## config.mk

```make
export PLATFORM = sky130hd
export DESIGN_NAME = regfile_dbg_ctrl_rv32i
export DESIGN_NICKNAME = d
export VERILOG_FILES = /design/src/rtl/regfile_dbg_ctrl_rv32i_pkg.sv /design/src/rtl/regfile_dbg_ctrl_rv32i_rspbuf.sv /design/src/rtl/regfile_dbg_ctrl_rv32i.sv
export SDC_FILE = /design/constraint.sdc
export NUM_CORES = 1
export LEC_CHECK = 0
export BUFFER_PORTS_ARGS = -buffer_cell sky130_fd_sc_hd__buf_2
export CAP_MARGIN = 0
export CORE_MARGIN = 10
export CORE_UTILIZATION = 53
export DETAILED_ROUTE_END_ITERATION = 7
export PLACE_DENSITY = 0.81
export RECOVER_POWER = 25
export SLEW_MARGIN = 40
export SYNTH_ARGS = -nofsm -noshare
export SYNTH_HDL_FRONTEND = slang
export SYNTH_SLANG_ARGS = --single-unit
```

## constraint.sdc

```tcl
create_clock -name clock -period 4.5 [get_ports clock]
set_input_delay 0.45 -clock clock [delete_from_list [all_inputs] [get_ports clock]]
set_output_delay 0.45 -clock clock [all_outputs]
set_load 0.1 [all_outputs]
```

## src/rtl/regfile_dbg_ctrl_rv32i_pkg.sv

```systemverilog
// ---------------------------------------------------------------------------
// regfile_dbg_ctrl_rv32i_pkg
// Shared definitions for the RV32I register-file debug controller:
//   - architectural sizes (XLEN, REG_AW, NUM_REGS)
//   - host command opcodes (cmd_op_e)
//   - controller state encoding (state_e)
//   - response record carried through the response buffer (rsp_entry_t)
// ---------------------------------------------------------------------------
package regfile_dbg_ctrl_rv32i_pkg;

   localparam int unsigned XLEN     = 32;
   localparam int unsigned REG_AW   = 5;
   localparam int unsigned NUM_REGS = 32;

   typedef enum logic [1:0] {
      OP_WRITE = 2'b00,
      OP_READ  = 2'b01,
      OP_DUMP  = 2'b10,
      OP_CLEAR = 2'b11
   } cmd_op_e;

   typedef enum logic [2:0] {
      S_IDLE,
      S_WR,
      S_RD,
      S_DUMP_RD,
      S_DUMP_DRAIN,
      S_CLR,
      S_RSP
   } state_e;

   typedef struct packed {
      logic [REG_AW-1:0] addr;
      logic [XLEN-1:0]   data;
      logic              last;
   } rsp_entry_t;

endpackage

```

## src/rtl/regfile_dbg_ctrl_rv32i_rspbuf.sv

```systemverilog
// ---------------------------------------------------------------------------
// regfile_dbg_rspbuf
// In-order response buffer with a one- or two-entry parallel load and a
// valid/ready output stream.
//   clock, reset      : clock, asynchronous active-high reset
//   load_i            : load load0_i (and load1_i when load_two_i) this cycle
//   load_two_i        : load both entries, load0_i first in order
//   load0_i, load1_i  : entries to load
//   valid_o / ready_i : output handshake, head_o is the oldest entry
//   count_o           : number of valid entries
// The owner only loads when the buffer is empty, so load takes priority and
// never collides with a pop.
// ---------------------------------------------------------------------------
module regfile_dbg_rspbuf
   import regfile_dbg_ctrl_rv32i_pkg::*;
#(
   parameter int unsigned DEPTH = 2
) (
   input  logic                       clock,
   input  logic                       reset,
   input  logic                       load_i,
   input  logic                       load_two_i,
   input  rsp_entry_t                 load0_i,
   input  rsp_entry_t                 load1_i,
   output logic                       valid_o,
   input  logic                       ready_i,
   output rsp_entry_t                 head_o,
   output logic [$clog2(DEPTH+1)-1:0] count_o
);

   localparam int unsigned CW = $clog2(DEPTH + 1);

   rsp_entry_t       ent_q [DEPTH];
   rsp_entry_t       ent_d [DEPTH];
   logic [CW-1:0]    cnt_q, cnt_d;

   assign valid_o = (cnt_q != '0);
   assign head_o  = ent_q[0];
   assign count_o = cnt_q;

   always_comb begin
      ent_d = ent_q;
      cnt_d = cnt_q;
      if (load_i) begin
         ent_d[0] = load0_i;
         ent_d[1] = load_two_i ? load1_i : '0;
         cnt_d    = load_two_i ? CW'(2) : CW'(1);
      end else if (valid_o && ready_i) begin
         ent_d[0] = ent_q[1];
         ent_d[1] = '0;
         cnt_d    = cnt_q - CW'(1);
      end
   end

   always_ff @(posedge clock or posedge reset) begin
      if (reset) begin
         for (int unsigned i = 0; i < DEPTH; i++) ent_q[i] <= '0;
         cnt_q <= '0;
      end else begin
         ent_q <= ent_d;
         cnt_q <= cnt_d;
      end
   end

endmodule

```

## src/rtl/regfile_dbg_ctrl_rv32i.sv

```systemverilog
// ---------------------------------------------------------------------------
// regfile_dbg_ctrl_rv32i
// Debug-side initiator for the RV32I 32x32 register file. Accepts WRITE,
// READ, DUMP (inclusive range) and CLEAR (x1..x31) commands, sequences the
// register-file ports and returns results on a valid/ready response stream.
//   clock, reset          : clock, asynchronous active-high reset
//   cmd_valid/cmd_ready   : command handshake; cmd_op, cmd_addr,
//                           cmd_addr_end, cmd_wdata describe the command
//   rsp_valid/rsp_ready   : response handshake; rsp_addr, rsp_data, rsp_last
//   busy                  : command in progress, regfile owned
//   rf_rdwrite, rf_rd_addr, rf_rd_in : regfile write port
//   rf_rs1_addr/rf_rs1, rf_rs2_addr/rf_rs2 : regfile read ports
// Optional macro REGFILE_DBG_X0_CHECK_EN adds the sticky x0_err output,
// set when a captured read of x0 returns nonzero.
// ---------------------------------------------------------------------------
module regfile_dbg_ctrl_rv32i
   import regfile_dbg_ctrl_rv32i_pkg::*;
#(
   parameter int unsigned DUMP_BUF_DEPTH = 2
) (
   input  logic              clock,
   input  logic              reset,
   input  logic              cmd_valid,
   output logic              cmd_ready,
   input  logic [1:0]        cmd_op,
   input  logic [REG_AW-1:0] cmd_addr,
   input  logic [REG_AW-1:0] cmd_addr_end,
   input  logic [XLEN-1:0]   cmd_wdata,
   output logic              rsp_valid,
   input  logic              rsp_ready,
   output logic [REG_AW-1:0] rsp_addr,
   output logic [XLEN-1:0]   rsp_data,
   output logic              rsp_last,
   output logic              busy,
   output logic              rf_rdwrite,
   output logic [REG_AW-1:0] rf_rd_addr,
   output logic [XLEN-1:0]   rf_rd_in,
   output logic [REG_AW-1:0] rf_rs1_addr,
   output logic [REG_AW-1:0] rf_rs2_addr,
   input  logic [XLEN-1:0]   rf_rs1,
   input  logic [XLEN-1:0]   rf_rs2
`ifdef REGFILE_DBG_X0_CHECK_EN
   ,
   output logic              x0_err
`endif
);

   state_e            state_q, state_d;
   logic [REG_AW-1:0] addr_q, addr_d;     // target / current pair start / clear index
   logic [REG_AW-1:0] end_q, end_d;       // effective dump end
   logic [REG_AW-1:0] rs1_q, rs1_d;
   logic [REG_AW-1:0] rs2_q, rs2_d;
   logic [XLEN-1:0]   wdata_q, wdata_d;

   logic              buf_load, buf_two, buf_valid;
   rsp_entry_t        ld0, ld1, head;
   logic [$clog2(DUMP_BUF_DEPTH+1)-1:0] buf_cnt;

   logic              rsp_fire;
   logic [REG_AW-1:0] eff_end;
   logic [REG_AW-1:0] next_a;

   assign rsp_fire = buf_valid && rsp_ready;
   // Only used once addr_q+1 < end_q <= 31, so the +2 cannot wrap.
   assign next_a   = addr_q + REG_AW'(2);
   assign eff_end  = (cmd_addr_end < cmd_addr) ? cmd_addr : cmd_addr_end;

   always_comb begin
      state_d  = state_q;
      addr_d   = addr_q;
      end_d    = end_q;
      rs1_d    = rs1_q;
      rs2_d    = rs2_q;
      wdata_d  = wdata_q;
      buf_load = 1'b0;
      buf_two  = 1'b0;
      ld0      = '0;
      ld1      = '0;
      unique case (state_q)
         S_IDLE: begin
            if (cmd_valid) begin
               addr_d  = cmd_addr;
               wdata_d = cmd_wdata;
               unique case (cmd_op_e'(cmd_op))
                  OP_WRITE: state_d = S_WR;
                  OP_READ: begin
                     rs1_d   = cmd_addr;
                     state_d = S_RD;
                  end
                  OP_DUMP: begin
                     end_d   = eff_end;
                     rs1_d   = cmd_addr;
                     rs2_d   = (cmd_addr == eff_end) ? cmd_addr : cmd_addr + REG_AW'(1);
                     state_d = S_DUMP_RD;
                  end
                  default: begin
                     addr_d  = REG_AW'(1);
                     state_d = S_CLR;
                  end
               endcase
            end
         end
         S_WR: begin
            buf_load = 1'b1;
            ld0      = '{addr: addr_q, data: (addr_q == '0) ? '0 : wdata_q, last: 1'b1};
            state_d  = S_RSP;
         end
         S_RD: begin
            buf_load = 1'b1;
            ld0      = '{addr: addr_q, data: rf_rs1, last: 1'b1};
            state_d  = S_RSP;
         end
         S_DUMP_RD: begin
            buf_load = 1'b1;
            buf_two  = (addr_q != end_q);
            ld0      = '{addr: addr_q, data: rf_rs1, last: (addr_q == end_q)};
            ld1      = '{addr: addr_q + REG_AW'(1), data: rf_rs2,
                         last: (addr_q + REG_AW'(1) == end_q)};
            state_d  = S_DUMP_DRAIN;
         end
         S_DUMP_DRAIN: begin
            // Issue the next pair on the same edge the final buffered entry
            // leaves, so the read addresses are ready in the DUMP_RD cycle.
            if (rsp_fire && (buf_cnt == 1)) begin
               if (head.last) begin
                  state_d = S_IDLE;
               end else begin
                  addr_d  = next_a;
                  rs1_d   = next_a;
                  rs2_d   = (next_a == end_q) ? next_a : next_a + REG_AW'(1);
                  state_d = S_DUMP_RD;
               end
            end
         end
         S_CLR: begin
            if (addr_q == REG_AW'(NUM_REGS - 1)) begin
               buf_load = 1'b1;
               ld0      = '{addr: addr_q, data: '0, last: 1'b1};
               state_d  = S_RSP;
            end else begin
               addr_d = addr_q + REG_AW'(1);
            end
         end
         S_RSP: begin
            if (rsp_fire && head.last) state_d = S_IDLE;
         end
         default: state_d = S_IDLE;
      endcase
   end

   always_ff @(posedge clock or posedge reset) begin
      if (reset) begin
         state_q <= S_IDLE;
         addr_q  <= '0;
         end_q   <= '0;
         rs1_q   <= '0;
         rs2_q   <= '0;
         wdata_q <= '0;
      end else begin
         state_q <= state_d;
         addr_q  <= addr_d;
         end_q   <= end_d;
         rs1_q   <= rs1_d;
         rs2_q   <= rs2_d;
         wdata_q <= wdata_d;
      end
   end

   regfile_dbg_rspbuf #(.DEPTH(DUMP_BUF_DEPTH)) u_rspbuf (
      .clock      (clock),
      .reset      (reset),
      .load_i     (buf_load),
      .load_two_i (buf_two),
      .load0_i    (ld0),
      .load1_i    (ld1),
      .valid_o    (buf_valid),
      .ready_i    (rsp_ready),
      .head_o     (head),
      .count_o    (buf_cnt)
   );

   assign cmd_ready   = (state_q == S_IDLE);
   assign busy        = (state_q != S_IDLE);
   assign rsp_valid   = buf_valid;
   assign rsp_addr    = head.addr;
   assign rsp_data    = head.data;
   assign rsp_last    = head.last;
   // Write enable is decoded from state so an async reset removes it at once.
   assign rf_rdwrite  = ((state_q == S_WR) && (addr_q != '0)) || (state_q == S_CLR);
   assign rf_rd_addr  = addr_q;
   assign rf_rd_in    = (state_q == S_WR) ? wdata_q : '0;
   assign rf_rs1_addr = rs1_q;
   assign rf_rs2_addr = rs2_q;

`ifdef REGFILE_DBG_X0_CHECK_EN
   logic x0_err_q, x0_err_d;

   always_comb begin
      x0_err_d = x0_err_q;
      if (((state_q == S_RD) || (state_q == S_DUMP_RD)) && (addr_q == '0) && (rf_rs1 != '0))
         x0_err_d = 1'b1;
   end

   always_ff @(posedge clock or posedge reset) begin
      if (reset) x0_err_q <= 1'b0;
      else       x0_err_q <= x0_err_d;
   end

   assign x0_err = x0_err_q;
`endif

endmodule

```

==> impl_metrics.csv <==
group,metric,value,unit
outcome,status,"finished, violations left",
outcome,violations,"capacitance limit, slew limit",
worst_setup_path,worstPathMaxFanout,30,
finish,final_cell_mix,"buf_2 (200), dfrtp_1 (133), nand2_1 (100)",
worst_setup_path,regToRegSetupSlack,1.93,ns
run,cap_viol_max_count,1,
min_path,min_from,"rf_rs2[28]",
min_path,min_to,"u_rspbuf.ent_q[29]",
floorplan,die_h,136,um
power_and_ir_drop,p_per_area,824,nW/um^2
detailed_routing,viasPerCell,5.72,
worst_setup_path,worstPathArrival,2.72,ns
clock_tree,cts.sinks,133,
global_routing,grt_use_total,21.5,%
placed_design,place_hpwl,14.6,mm
worst_setup_path,path_cells,"nand2b_1 > nor2_2 > buf_4 > and2_1 > buf_2",
finish,antenna_cells,0,
worst_setup_path,start_kind,"flop",
worst_setup_path,crit_path_end_kind,"output port",
synth,synth.largest_area_cell,"dfrtp_1",
synth,syn_area,7120,sq um
clock_tree,cts_tree,"done",
power_and_ir_drop,power.leakage,0.00420,uW
worst_setup_path,regToRegEndpoint,"wdata_q[9]",
min_path,min_path_type,"in2reg",
sta,holdWs,0.252,ns
global_routing,met3_usage,6.57,%
floorplan,core-area,13200,sq um
worst_setup_path,slowest_delay,0.78,ns
global_routing,grt-busiest-layer,"met2",
sta,slew_headroom,-107,%
placed_design,dpl-instance-area,7960,sq um
clock_tree,post_cts_buffers,0,
sta,worst-slew-pin-transition,3.09,ns
detailed_routing,drtPass1Iterations,5,
synth,synth_ff_type,"dfrtp_1",
clock_tree,cts_made_buffers,17,
floorplan,io_pins,201,
synth,ys_async_sr_fraction,100,%
global_routing,grt_max_degree,70,
global_routing,overflow,0,
global_routing,antenna_found_initial,0,
detailed_routing,initialDrtViolationCount,468,
sta,slew_violations,70,
global_routing,grt_pass1_wl,31.7,mm
sta,fin_crit,3.17,ns
floorplan,initial_core_util,54.0,%
power_and_ir_drop,vdd_drop_max,0.684,mV
worst_setup_path,critPathKind,"reg2out",
finish,layout_commonest_cell,"buf_2",
synth,synth_edf_count,0,
detailed_routing,wirelength,20.5,mm
sta,fin_skew,0.00721,ns
clock_tree,htreeDepth,4,
floorplan,die_width,136,um
worst_setup_path,timing.rr.start,"state_q[2]",
detailed_routing,drc_errors,0,
synth,synth-seq-cells,133,
sta,fin_tns_setup,0,ns
clock_tree,cts_resized,0,
finish,final_nets,972,
placed_design,io_buffer_count,200,
sta,hold_viol_final,0,
synth,synth_cells,697,
sta,finalSetupViolCount,0,
sta,finalCritPeriodShare,70.4,%
floorplan,dieArea,18500,sq um
worst_setup_path,cp.required,4.05,ns
global_routing,gr-usage-met2,34.2,%
power_and_ir_drop,power.total,7030,uW
synth,syn-num-nets,826,
clock_tree,path_clk_slew,0.06,ns
synth,synth_top_area_share,46.7,%
synth,synth_area_leaders,"dfrtp_1 (47%), nand2_1 (5.3%), mux2_2 (5.1%), a221o_1 (4.8%), a22o_1 (4.4%)",
detailed_routing,via_count,5904,
detailed_routing,wl_per_cell,19.9,um
finish,final_layout_size_suffix_gt1_share,34.2,%
finish,area_growth,19.9,%
global_routing,grt_pass1_vias,5857,
synth,ys_types,55,
synth,yosysSeqAreaShare,46.7,%
finish,design_area,8540,sq um
synth,yosys_warnings,0,
clock_tree,ctsLongestPathBuffers,2,
min_path,whs_path_depth,2,
worst_setup_path,r2r_cells,4,
detailed_routing,antenna_left,0,
sta,rsz0062_at_grt,"no",
worst_setup_path,crit_slowest_cell,"dfrtp_1",
clock_tree,clk_latency,0.42,ns
synth,syn_area_per_cell,10.2,sq um
clock_tree,hold_buffers,0,
sta,max_freq,0.316,GHz
clock_tree,cts-root-buf,"clkbuf_16",
finish,fill_cells,1066,
placed_design,place_congestion,0.923,
global_routing,groute.layer.met1.usage,27.1,%
floorplan,rows,42,
## power by group
group	switching, uW	internal, uW
clock network	530	842
registers	399	1600
logic	2680	981
## metrics by stage
stage                     setup slack, ns  std cells  utilization [%]
final                                1.33       1032             64.7
after global routing                 1.05       1032             64.7
after CTS                            1.32       1032             64.8
after detailed placement             1.78       1000             60.3
after global placement               1.82        996             59.8
after floorplan                     0.496        697                -
## layer usage
layer	vias to the layer above	part of all wire [%]
met5	-	0
met4	0	1.8
met3	24	9.0
met2	257	48
met1	2909	41
li1	2714	-
## sequential cells by signal (all words and copies together) (netlist names)
signal            count
u_rspbuf.ent_q       38
state_q               3
wdata_q              32
rf_rs2_addr           5
end_q                 5
u_rspbuf.count_o      2
rf_rd_addr            5
rf_rs1_addr           5
u_rspbuf.head_o      38
## synth_stat cells, types with 3 or more instances
master    number
o21a_1         3
dfrtp_1      133
xor2_1        10
mux2i_1        6
buf_1          3
nand2b_1       5
nor2b_1        8
a21oi_1       54
ha_1          17
nand3_1        9
clkbuf_1      18
a221o_1       34
xnor2_1       17
mux2_2        32
buf_2         17
inv_1         15
nor2_1        31
buf_6          7
and3_1         4
nor3_1         6
and2_1        33
a22o_1        36
o21ai_1        3
o21ai_0       20
nand2_1      100
buf_4         40
## worst max-delay path: cells and delay by family (launching register included)
| family | cells | cell delay (ns) |
|---|---|---|
| simple gates | 3 | 0.73 |
| buf+inv | 2 | 0.79 |
| flops | 1 | 0.78 |
## cells by family after synthesis
| kind of cell | count (synthesis) | share of synthesized area, % |
|---|---|---|
| and+or+nand+nor | 206 | 14.0 |
| AOI/OAI and AO/OA | 173 | 18.0 |
| DFF | 133 | 46.7 |
| buffers and inverters | 100 | 8.41 |
| muxes | 39 | 6.06 |
| xor gates and xnor gates | 29 | 3.86 |
| adders and majority gates | 17 | 2.99 |
## how the worst max path moves through the flow
stage | to | startpoint | cells after the start | slack [ns]
2_1_floorplan | end_q[0] | reset | 1 | 0.50
3_3_place_gp | rf_rd_in[28] | state_q[0] | 5 | 1.82
3_5_place_dp | rf_rd_in[28] | state_q[0] | 5 | 1.78
4_1_cts | rf_rd_in[27] | state_q[0] | 5 | 1.32
5_1_grt | u_rspbuf.head_o[17] | reset | 3 | 1.05
6_report | rf_rd_in[28] | state_q[0] | 5 | 1.33
## area by class of cell
type,count,area (sq um),share of cell area [%]
clock buffer,20,457,5.35
clock inverter,12,130,1.52
inverter,15,57.6,0.674
multi-input combinational,464,3220,37.7
sequential,133,3330,39.0
tap,176,220,2.58
timing repair buffer,212,1130,13.2
Power figures use the tool's default switching activity.
